<file path="src/rtl/ast_dmx.sv">
// Avalon-ST 1-to-N packet demultiplexer: a whole packet follows the direction
// sampled on its start beat, and each direction has a one-deep output register.
module ast_dmx #(
  parameter int DATA_WIDTH    = 64,
  parameter int EMPTY_WIDTH   = $clog2(DATA_WIDTH/8),
  parameter int CHANNEL_WIDTH = 8,
  parameter int TX_DIR        = 4,
  parameter int DIR_SEL_WIDTH = (TX_DIR == 1) ? 1 : $clog2(TX_DIR)
) (
  input  logic                     clk_i,
  input  logic                     srst_i,
  input  logic [DIR_SEL_WIDTH-1:0] dir_i,

  input  logic [DATA_WIDTH-1:0]    ast_data_i,
  input  logic                     ast_startofpacket_i,
  input  logic                     ast_endofpacket_i,
  input  logic                     ast_valid_i,
  input  logic [EMPTY_WIDTH-1:0]   ast_empty_i,
  input  logic [CHANNEL_WIDTH-1:0] ast_channel_i,
  output logic                     ast_ready_o,

  output logic [DATA_WIDTH-1:0]    ast_data_o          [TX_DIR-1:0],
  output logic [TX_DIR-1:0]        ast_startofpacket_o,
  output logic [TX_DIR-1:0]        ast_endofpacket_o,
  output logic [TX_DIR-1:0]        ast_valid_o,
  output logic [EMPTY_WIDTH-1:0]   ast_empty_o         [TX_DIR-1:0],
  output logic [CHANNEL_WIDTH-1:0] ast_channel_o       [TX_DIR-1:0],
  input  logic [TX_DIR-1:0]        ast_ready_i
);

  typedef enum logic {
    ST_IDLE,
    ST_IN_PKT
  } state_e;

  state_e                   state_q, state_d;
  logic [DIR_SEL_WIDTH-1:0] sel_q, sel_d;
  logic [DIR_SEL_WIDTH-1:0] eff_dir;
  logic [31:0]              eff_dir_ext;
  logic                     dir_ok;
  logic                     accept;
  logic [TX_DIR-1:0]        load;

  logic [DATA_WIDTH-1:0]    data_q  [TX_DIR-1:0];
  logic [DATA_WIDTH-1:0]    data_d  [TX_DIR-1:0];
  logic [EMPTY_WIDTH-1:0]   empty_q [TX_DIR-1:0];
  logic [EMPTY_WIDTH-1:0]   empty_d [TX_DIR-1:0];
  logic [CHANNEL_WIDTH-1:0] chan_q  [TX_DIR-1:0];
  logic [CHANNEL_WIDTH-1:0] chan_d  [TX_DIR-1:0];
  logic [TX_DIR-1:0]        sop_q, sop_d;
  logic [TX_DIR-1:0]        eop_q, eop_d;
  logic [TX_DIR-1:0]        valid_q, valid_d;

  // Mid-packet the locked selection wins; between packets dir_i routes directly.
  always_comb begin
    eff_dir     = (state_q == ST_IN_PKT) ? sel_q : dir_i;
    eff_dir_ext = 32'(eff_dir);
    dir_ok      = (eff_dir_ext < 32'(TX_DIR));
  end

  // An out-of-range direction swallows beats so the source never stalls.
  always_comb begin
    ast_ready_o = 1'b1;
    if (dir_ok) begin
      ast_ready_o = !valid_q[eff_dir] || ast_ready_i[eff_dir];
    end
  end

  assign accept = ast_valid_i && ast_ready_o;

  always_comb begin
    state_d = state_q;
    sel_d   = sel_q;
    if (accept) begin
      if (ast_startofpacket_i) begin
        if (!ast_endofpacket_i) begin
          state_d = ST_IN_PKT;
          sel_d   = dir_i;
        end else begin
          state_d = ST_IDLE;
        end
      end else if (ast_endofpacket_i) begin
        state_d = ST_IDLE;
      end
    end
  end

  always_comb begin
    load    = '0;
    valid_d = valid_q;
    sop_d   = sop_q;
    eop_d   = eop_q;
    data_d  = data_q;
    empty_d = empty_q;
    chan_d  = chan_q;
    for (int d = 0; d < TX_DIR; d++) begin
      load[d] = accept && dir_ok && (eff_dir_ext == 32'(d));
      if (load[d]) begin
        valid_d[d] = 1'b1;
        sop_d[d]   = ast_startofpacket_i;
        eop_d[d]   = ast_endofpacket_i;
        data_d[d]  = ast_data_i;
        empty_d[d] = ast_empty_i;
        chan_d[d]  = ast_channel_i;
      end else if (ast_ready_i[d]) begin
        valid_d[d] = 1'b0;
      end
    end
  end

  // NOTE: all state uses non-blocking assignments so every flop samples the
  // pre-edge values of the others; blocking here would create ordering races.
  always_ff @(posedge clk_i or negedge srst_i) begin
    if (!srst_i) begin
      state_q <= ST_IDLE;
      sel_q   <= '0;
    end else begin
      state_q <= state_d;
      sel_q   <= sel_d;
    end
  end

  // NOTE: the payload registers are reset too, because the outputs must read
  // zero during reset; normally data-only storage would be left unreset.
  always_ff @(posedge clk_i or negedge srst_i) begin
    if (!srst_i) begin
      valid_q <= '0;
      sop_q   <= '0;
      eop_q   <= '0;
      for (int d = 0; d < TX_DIR; d++) begin
        data_q[d]  <= '0;
        empty_q[d] <= '0;
        chan_q[d]  <= '0;
      end
    end else begin
      valid_q <= valid_d;
      sop_q   <= sop_d;
      eop_q   <= eop_d;
      data_q  <= data_d;
      empty_q <= empty_d;
      chan_q  <= chan_d;
    end
  end

  assign ast_valid_o         = valid_q;
  assign ast_startofpacket_o = sop_q;
  assign ast_endofpacket_o   = eop_q;
  assign ast_data_o          = data_q;
  assign ast_empty_o         = empty_q;
  assign ast_channel_o       = chan_q;

endmodule

</file>
<file path="config.mk">
export PLATFORM = sky130hd
export DESIGN_NAME = ast_dmx
export DESIGN_NICKNAME = d
export VERILOG_FILES = /design/src/rtl/ast_dmx.sv
export SDC_FILE = /design/constraint.sdc
export NUM_CORES = 1
export LEC_CHECK = 0
export CORE_MARGIN = 2
export CORE_UTILIZATION = 42
export CTS_CLUSTER_DIAMETER = 80
export CTS_CLUSTER_SIZE = 30
export DETAILED_ROUTE_END_ITERATION = 16
export MAX_ROUTING_LAYER = met4
export PLACE_DENSITY = 0.81
export SLEW_MARGIN = 10
export SYNTH_ARGS = -nofsm -noshare
export SYNTH_HDL_FRONTEND = slang
export SYNTH_SLANG_ARGS = --single-unit
</file>
<file path="constraint.sdc">
create_clock -name clk_i -period 2.46 [get_ports clk_i]
set_clock_uncertainty 0.2 [all_clocks]
set_input_delay 0.246 -clock clk_i [delete_from_list [all_inputs] [get_ports clk_i]]
set_output_delay 0.246 -clock clk_i [all_outputs]
set_load 0.01 [all_outputs]
</file>
Yosys cells after proc, flatten, opt, wreduce, memory -nomap -nowiden
Index checks and enable logic that the tools add are counted.
{"block": "classes", "n_lt_le_gt_ge": 1, "n_eq_ne": 3, "muxes": 16, "bitwise_logic": 1, "reduce_logical": 15}
{"cell": "$logic_not 32->1", "n": 1}
{"cell": "$mux 1", "n": 13}
{"cell": "$reduce_bool 2->1", "n": 5}
{"cell": "$logic_and 1x1->1", "n": 5}
{"cell": "$bmux 1 s2", "n": 2}
{"cell": "$eq 2x2->1 const B", "n": 2}
{"cell": "$lt 2x3->1 const B", "n": 1}
{"cell": "$reduce_and 3->1", "n": 1}
{"cell": "$eq 2x1->1 const B", "n": 1}
{"cell": "$mux 2", "n": 1}
{"cell": "$reduce_and 2->1", "n": 1}
{"cell": "$logic_not 1->1", "n": 1}
{"cell": "$logic_or 1x1->1", "n": 1}
{"cell": "$not 1->1", "n": 1}
{"block": "word_totals", "reg_bits": 315, "inputBits": 86, "wordCells": 62}

Depth between registers and ports, before layout
Gate-level depths: netlist (run 1).
{"block": "logic_depth", "ltp_word": 8, "depth_mapped": 6, "mapped_depth_nobuf": 4}

Worst setup path after synthesis (run 1)
Ideal clock, no wire load.
{"block": "synth_timing", "path_type": "register to register", "start": "register state_q", "end": "register sel_q[0]", "setup_time_ns": 0.125, "arrival_time_ns": 1.812, "required_time_ns": 2.135, "setup_slack_ns": 0.323, "path_stages_with_launch": 5, "path_buffers": 0, "cell_sequence": "dfrtp_1 mux2i_4 or3b_2 o22ai_1 mux2_2"}
{"block": "synth_via", "elab_chain_len": 7, "word_cells_on_any_way": 9, "classes_between": "mux: 5; reduce/logical: 4"}
{"item": "start, declared", "line_no": "36", "source": "state_e state_q, state_d;"}
{"item": "start signal, assigned", "line_no": "118", "source": "state_q <= state_d;"}
{"item": "$mux 2 (*)", "line_no": "56", "source": "eff_dir = (state_q == ST_IN_PKT) ? sel_q : dir_i;"}
{"item": "$bmux 1 s2", "line_no": "65", "source": "ast_ready_o = !valid_q[eff_dir] || ast_ready_i[eff_dir];"}
{"item": "$mux 1 (not written as such)", "line_no": "65"}
{"item": "$logic_not 1->1", "line_no": "65"}
{"item": "$logic_or 1x1->1 (*)", "line_no": "65"}
{"item": "$logic_and 1x1->1 (*)", "line_no": "69", "source": "assign accept = ast_valid_i && ast_ready_o;"}
{"item": "$reduce_and 3->1 (no source line) (*)"}
{"item": "end signal, assigned", "line_no": "119", "source": "sel_q <= sel_d;"}
{"item": "end, declared", "line_no": "37", "source": "logic [DIR_SEL_WIDTH-1:0] sel_q, sel_d;"}
Every way passes the cells marked *; elsewhere a longest branch is shown, timed or not. The select of a mux whose other input is x is not followed.
A chain may end at the register's enable or synchronous reset.

Worst setup path after layout (run 1)
{"block": "layout_timing", "start": "register state_q", "end": "register data_q, in the netlist ast_data_o[84]"}
{"block": "layout_via", "elab_chain_len": 7, "word_cells_on_any_way": 10, "classes_between": "eq/ne: 1; mux: 5; reduce/logical: 4"}
{"item": "$mux 2 (*)", "line_no": "56"}
{"item": "$bmux 1 s2", "line_no": "65"}
{"item": "$mux 1 (not written as such)", "line_no": "65"}
{"item": "$logic_not 1->1", "line_no": "65"}
{"item": "$logic_or 1x1->1", "line_no": "65"}
{"item": "$logic_and 1x1->1", "line_no": "69"}
{"item": "$logic_and 1x1->1 (*)", "line_no": "97", "source": "load[d] = accept && dir_ok && (eff_dir_ext == 32'(d));"}
{"item": "end signal, assigned", "line_no": "139", "source": "data_q <= data_d;"}
{"item": "end, declared", "line_no": "44", "source": "logic [DATA_WIDTH-1:0] data_q [TX_DIR-1:0];"}
Marked as above.

==> results.yml, run 1 <==
run_status:
  outcome: "complete, no violations"
die:
  core-area_um2: 27900
  dieHeight_um: 172
  start_util: 0.427
  die_area_um2: 29700
  rows: 61
  io_pins: 399
  die_x_um: 172
grt:
  grt_pass1_wl_um: 45500
  grt_pass1_vias: 7869
  gr-total-overflow: 0
  globalRouteTotalUtil: 0.204
  grt_max_degree: 66
  grt_antenna_before_repair: 0
pwr:
  p_int_mw: 16.2
  power.density_nw_per_um2: 1370
  finalPower_mw: 23.4
  sequentialPowerShare: 0.393
  p_leak_nw: 7.25
  power.switching_fraction: 0.308
  ir_drop_uv: 892
  p_sw_mw: 7.20
  clkPwrFrac: 0.124
  power_frac_comb: 0.483
clocking:
  ctsLongestPathBuffers: 3
  cts_root_buf: "clkbuf_16"
  htreeDepth: 1
  cts.sinks: 315
  clkLatencyLatePin_ns: 0.50
  cts_tree: "done"
  cts-buffers-inserted: 15
  clk_pin_slew_worst_paths_ns: 0.11
placed_design:
  port_buffers: 398
  dpl_worst_slack_ns: 0.0177
  dpl.hpwl_um: 21500
  place_area_um2: 16500
  dp_cells: 1448
  gp_congestion: 0.817
timing:
  fin_ws_ns: 0.137
  slew_headroom: 0.623
  rsz0062_at_grt: "no"
  setup_viol: 0
  hold_viol: 0
  timing.hold.ws_ns: 0.0943
  fin_crit_sh: 0.944
  fin_crit_ns: 2.32
  worst_pin_slew_ns: 0.565
  setup_tns_ns: 0
  max_freq_ghz: 0.431
  slew_violations: 0
route:
  vias_per_cell: 4.93
  drc: 0
  drt_iter0_markers: 243
  detail_route.wl_per_cell_um: 20.3
  vias: 7277
  drtPass1Iterations: 4
  drtAntennaViolNets: 0
  totalWireLength_um: 30000
finish:
  nFillCells: 2078
  nNetsFinal: 1179
  syn2layout_area_growth_pct: 42.9
  drive_gt1_frac: 0.335
  fin_cells: 1475
  diodes: 0
  final_util: 0.610
  final_cell_area_um2: 17000
setup_path:
  startpoint: "state_q"
  cp-end-kind: "flip-flop"
  cp_max_fo: 49
  worstPathRequired_ns: 2.64
  crit_chain: "mux2i_4, buf_4, buf_4, buf_4, nand4b_4, buf_12, mux2_2"
  cp-start-kind: "flip-flop"
  path_common_cell: "buf_4"
  r2r_end: "ast_data_o[84]"
  critical_path_arrival_ns: 2.51
  slowest_delay_ns: 0.45
  r2r_cells: 7
  cpMaxStageDelayCell: "dfrtp_2"
  reg2reg_slack_ns: 0.14
  rr_startpoint: "state_q"
  critPathKind: "reg -> reg"
logic_synthesis:
  synthAdderAreaFrac: 0
  ys_seq_area_frac: 0.662
  syn-cell-area_um2: 11900
  synth_xor_area_frac: 0
  synth_compound_area_frac: 0.00158
  synth_warnings: 0
  synthMuxAreaShare: 0.307
  ys_ff_latch: 315
  synthSimpleGateAreaFrac: 0.0104
  syn-num-nets: 769
  post_synth_num_cell_types: 20
  syn_area_per_cell_um2: 17.4
  synth_top_family_by_area: "multiplexers"
  synthCells: 683
min_path:
  min_path_type: "in -> async"
job:
  maxCapViolations: 0
layout make-up:
cell class | count | area (um2) | area share
Sequential cell | 315 | 7880 | 0.464
Timing Repair Buffer | 427 | 4370 | 0.257
Multi-Input combinational cell | 334 | 3820 | 0.225
Tap cell | 378 | 473 | 0.0278
Clock buffer | 16 | 379 | 0.0223
Clock inverter | 5 | 78.8 | 0.00464
synthesized netlist by cell type:
cell type / n / share of area
or3b_2: 1 / 0.00074
nand4_1: 1 / 0.00053
nand4b_4: 2 / 0.0040
buf_1: 1 / 0.00032
buf_6: 7 / 0.0066
buf_2: 24 / 0.010
nand4bb_1: 1 / 0.00095
mux2_4: 19 / 0.024
buf_4: 2 / 0.0013
dfrtp_1: 315 / 0.66
mux2_1: 2 / 0.0019
a31oi_1: 2 / 0.0011
mux2i_4: 2 / 0.0038
o22ai_1: 1 / 0.00053
nand2b_1: 4 / 0.0021
mux2_2: 289 / 0.27
mux4_2: 1 / 0.0019
nand2_1: 5 / 0.0016
or3_1: 1 / 0.00053
mux2i_1: 3 / 0.0025
state kept, by name (all words and copies together), names as in the netlist:
name / flops
ast_endofpacket_o: 4
sel_q: 2
ast_empty_o: 12
ast_data_o: 256
ast_channel_o: 32
state_q: 1
ast_valid_o: 4
ast_startofpacket_o: 4
power groups by stage:
| stage | combinational, mW | clock [mW] | sequential, mW |
|---|---|---|---|
| after floorplan | 3.40 | 0 | 10.4 |
| after global placement | 11.1 | 0 | 9.15 |
| after detailed placement | 11.4 | 0 | 9.28 |
| after CTS | 11.4 | 2.98 | 9.20 |
| after global routing | 12.0 | 3.15 | 9.51 |
| final | 11.3 | 2.89 | 9.18 |
metal layers:
metal  share of wire  global-route usage  up-vias
met5               0                   -        -
met4           0.025              0.0533        0
met3           0.074              0.0510       43
met2            0.51               0.349      242
met1            0.39               0.242     3755
li1                -                   -     3237
what timing repair did:
item / 4_1_cts / 5_1_grt
buffers inserted: 2 / 3
gates resized for setup: 3 / 3
hold buffers: 1 / 0
hold endpoints to repair: 286 / 0
setup endpoints to repair: 1 / 1
critical path, delay by kind of cell (launching register included):
family        cells  cell delay (ns)
mux               2             0.68
flops             1             0.45
buf+inv           4             0.66
simple gates      1             0.16
worst max-delay path by stage:
stage                           endpoint  depth (start not counted)  slack (ns)
after floorplan                 sel_q[0]                          4        0.32
after global placement       ast_ready_o                          5        0.09
after detailed placement        sel_q[1]                          5        0.02
after CTS                    ast_ready_o                          4     0.00008
after global routing      ast_data_o[84]                          7        0.07
final                     ast_data_o[84]                          7        0.14
cells in the final DEF (no fill, tap or decap), types with 2 or more instances in the layout:
master / netlist / final
mux2i_1: 3 / 2
nand2_1: 5 / 5
nand2b_1: 4 / 4
mux2_2: 289 / 289
clkbuf_16: 0 / 15
mux2_1: 2 / 2
dfrtp_1: 315 / 314
buf_12: 0 / 13
buf_4: 2 / 15
a31oi_1: 2 / 2
mux2_4: 19 / 19
clkdlybuf4s50_1: 0 / 396
nand4b_4: 2 / 2
mux2i_4: 2 / 2
kinds of logic (layout without fill, tap and decap cells):
group	count (synthesis)	after routing
DFF	315	315
AOI/OAI and AO/OA	3	3
muxes	316	316
and+or+nand+nor	15	15
buffers and inverters	34	448
Note: power is estimated with default switching activity, not from simulation.
==> run 2: changes to the inputs <==
--- a/config.mk
+++ b/config.mk
@@ -16,3 +16,4 @@
 export SYNTH_ARGS = -nofsm -noshare
 export SYNTH_HDL_FRONTEND = slang
 export SYNTH_SLANG_ARGS = --single-unit
+export TNS_END_PERCENT = 30
==> results of run 2 <==
The final DEF is identical to that of run 1; final timing and power are the same.
==> run 3: changes to the inputs <==
--- a/config.mk
+++ b/config.mk
@@ -5,15 +5,16 @@
 export SDC_FILE = /design/constraint.sdc
 export NUM_CORES = 1
 export LEC_CHECK = 0
+export ABC_AREA = 1
 export CORE_MARGIN = 2
 export CORE_UTILIZATION = 42
 export CTS_CLUSTER_DIAMETER = 80
 export CTS_CLUSTER_SIZE = 30
 export DETAILED_ROUTE_END_ITERATION = 16
 export MAX_ROUTING_LAYER = met4
-export PLACE_DENSITY = 0.81
+export PLACE_DENSITY = 0.79
 export SLEW_MARGIN = 10
 export SYNTH_ARGS = -nofsm -noshare
 export SYNTH_HDL_FRONTEND = slang
 export SYNTH_SLANG_ARGS = --single-unit
-export TNS_END_PERCENT = 30
+export TNS_END_PERCENT = 20
==> run 3 against run 2 <==
Power up 7.3%. Combinational power up 13%. Utilization down 1.1 points. Clock-buffer cell count up 2. Global-route usage up 6.5 points. Maximum frequency up 4.5%. Sequential power down 2%. First-iteration DRC count rose to 4.1 times the previous value. Die area up 10%. Via count up 67%. Critical path depth up 1. Critical path type is now reg -> out.
==> results.yml, run 3 <==
route:
  vias: 12200
  totalWireLength_um: 43500
  drc: 0
  drtAntennaViolNets: 0
  drtPass1Iterations: 6
  vias_per_cell: 5.58
  detail_route.wl_per_cell_um: 19.9
  drt_iter0_markers: 985
finish:
  syn2layout_area_growth_pct: 40.1
  drive_gt1_frac: 0.0555
  final-seq-area_um2: 7880
  multi_input_area_um2: 4560
  nNetsFinal: 1861
  final_common_cell: "nand2_1"
  largest_reg_flops: 256
  final_cell_area_um2: 18400
  fin_cells: 2181
  final_cell_mix: "nand2_1, clkdlybuf4s50_1, dfrtp_1"
  nFillCells: 2553
timing:
  worst_pin_slew_ns: 0.453
  setup_tns_ns: 0
  slew_violations: 0
  fin_ws_ns: 0.238
  setup_viol: 0
  rsz0062_at_grt: "no"
  timing.hold.ws_ns: 0.00954
  max_freq_ghz: 0.450
  slew_headroom: 0.698
  hold_viol: 0
  fin_crit_ns: 2.22
  fin_crit_sh: 0.903
run_status:
  outcome: "complete, no violations"
logic_synthesis:
  synth_edf_count: 0
  post_synth_num_cell_types: 17
  synth_xor_area_frac: 0
  synthCells: 1435
  async_flop_share: 1.00
  syn_area_per_cell_um2: 9.15
  ys_seq_area_frac: 0.601
  ys.flop_type: "dfrtp_1"
  synth_compound_area_frac: 0.00153
  ys_ff_latch: 315
  synthMuxAreaShare: 0
  yosys.area.top_type: "dfrtp_1"
  synth_top_area_frac: 0.601
  synth_warnings: 0
  synthSimpleGateAreaFrac: 0.341
  synthAdderAreaFrac: 0
  syn-num-nets: 1521
  synth_top_family_by_area: "simple AND/OR/NAND/NOR gates"
  synth_area_leaders: "dfrtp_1, nand2_1, nand4_1"
  syn-cell-area_um2: 13100
  synth_common_cells: "nand2_1, dfrtp_1, nand4_1"
  synth.most_common_cell: "nand2_1"
die:
  start_util: 0.428
  dieHeight_um: 181
  core-area_um2: 30700
  die_area_um2: 32700
  die_x_um: 181
  io_pins: 399
  rows: 64
pwr:
  p_leak_nw: 8.91
  p_int_mw: 15.1
  ir_drop_uv: 885
  clkPwrFrac: 0.131
  p_sw_mw: 9.94
  power.density_nw_per_um2: 1360
  power.switching_fraction: 0.396
  power_frac_comb: 0.510
  sequentialPowerShare: 0.360
setup_path:
  cp_max_fo: 6
  critPathKind: "reg -> out"
  cp-start-kind: "flip-flop"
  r2r_cells: 12
  worstPathRequired_ns: 2.01
  critical_path_arrival_ns: 1.78
  cp-end-kind: "primary output"
clocking:
  htreeDepth: 1
  cts_root_buf: "clkbuf_16"
  clk_pin_slew_worst_paths_ns: 0.11
  cts.sinks: 315
  cts-buffers-inserted: 16
  cts_setup_buffers: 0
  ctsLongestPathBuffers: 3
  clkLatencyLatePin_ns: 0.53
  cts_tree: "done"
grt:
  grt_max_degree: 98
  globalRouteTotalUtil: 0.269
  grt_antenna_before_repair: 1
  grt_pass1_wl_um: 68700
  grt_pass1_vias: 12100
  gr-total-overflow: 0
placed_design:
  dpl_worst_slack_ns: -0.0585
  place_area_um2: 17800
  dp_cells: 2151
  gp_congestion: 0.851
  dpl.hpwl_um: 29100
  port_buffers: 398
min_path:
  min_path_type: "in -> async"
job:
  maxCapViolations: 0
==> run 3: changes by cell type in the layout (fill, tap and decap cells not counted), moves of 9 or more <==
cell / delta
inv_1: +9
nand2_1: +637
nand4_1: +309
buf_12: +21
mux2_2: -289
mux2_4: -19
==> run 3: path summary, 6_finish.rpt <==
check                                      from           endpoint  slack, ns
worst max-delay path                    state_q        ast_ready_o       0.24
worst min-delay path                     srst_i    ast_data_o[234]       0.01
worst max register to register          state_q  ast_channel_o[21]       0.26
worst min register to register  ast_data_o[189]    ast_data_o[189]       0.28
max in group asynchronous                srst_i  ast_channel_o[14]       1.25
min in group clk_i               ast_ready_i[0]     ast_valid_o[0]       0.12
==> run 3: worst max-delay path: stages, from the launching register on <==
cell and delay, ns:
dfrtp_2 0.45, inv_2 0.08, nand2_1 0.06, nand2_2 0.17, nand3_1 0.11, nand2_1 0.09, nor2_2 0.05, nand2_4 0.06
clkbuf_2 0.17
==> run 3: cell families after synthesis <==
logic type,count (synthesis)
AOI/OAI and AO/OA,4
buffers and inverters,144
DFF,315
and+or+nand+nor,972
==> run 3: repair_timing <==
action                                 4_1_cts  5_1_grt
gates cloned                                 0        0
hold buffers                                 2        0
setup endpoints to repair                    1        1
gates resized for setup                      2        5
endpoints found under the hold margin      245        0
==> run 3: power by group through the flow <==
stage | Sequential, mW | Combinational, mW | Clock, mW
finish | 9.02 | 12.8 | 3.28
global route | 9.31 | 13.8 | 3.52
CTS | 9.01 | 12.8 | 3.35
detailed placement | 9.06 | 12.8 | 0
global placement | 8.98 | 12.5 | 0
floorplan | 10.0 | 4.40 | 0
==> run 3: final cells by class <==
cell class / instances / share of cell area
clock buffers: 18 / 0.0233
flip-flops and latches: 315 / 0.429
clock inverters: 8 / 0.00640
multi-input cells: 976 / 0.248
well taps: 396 / 0.0269
repair buffers: 456 / 0.264
inverters: 10 / 0.00204
diodes: 2 / 0.000272
==> run 3: routing by layer <==
layer,routed length [um],global-route usage,up-vias
met5,0,-,-
met4,1430,0.0868,0
met3,4080,0.0568,96
met2,20600,0.424,620
met1,17400,0.349,5929
li1,-,-,5533
==> run 3: through the flow <==
step	util	power (mW)
finish	0.600	25.1
global route	0.599	26.6
CTS	0.599	25.2
detailed placement	0.581	21.8
global placement	0.581	21.5
floorplan	-	14.4
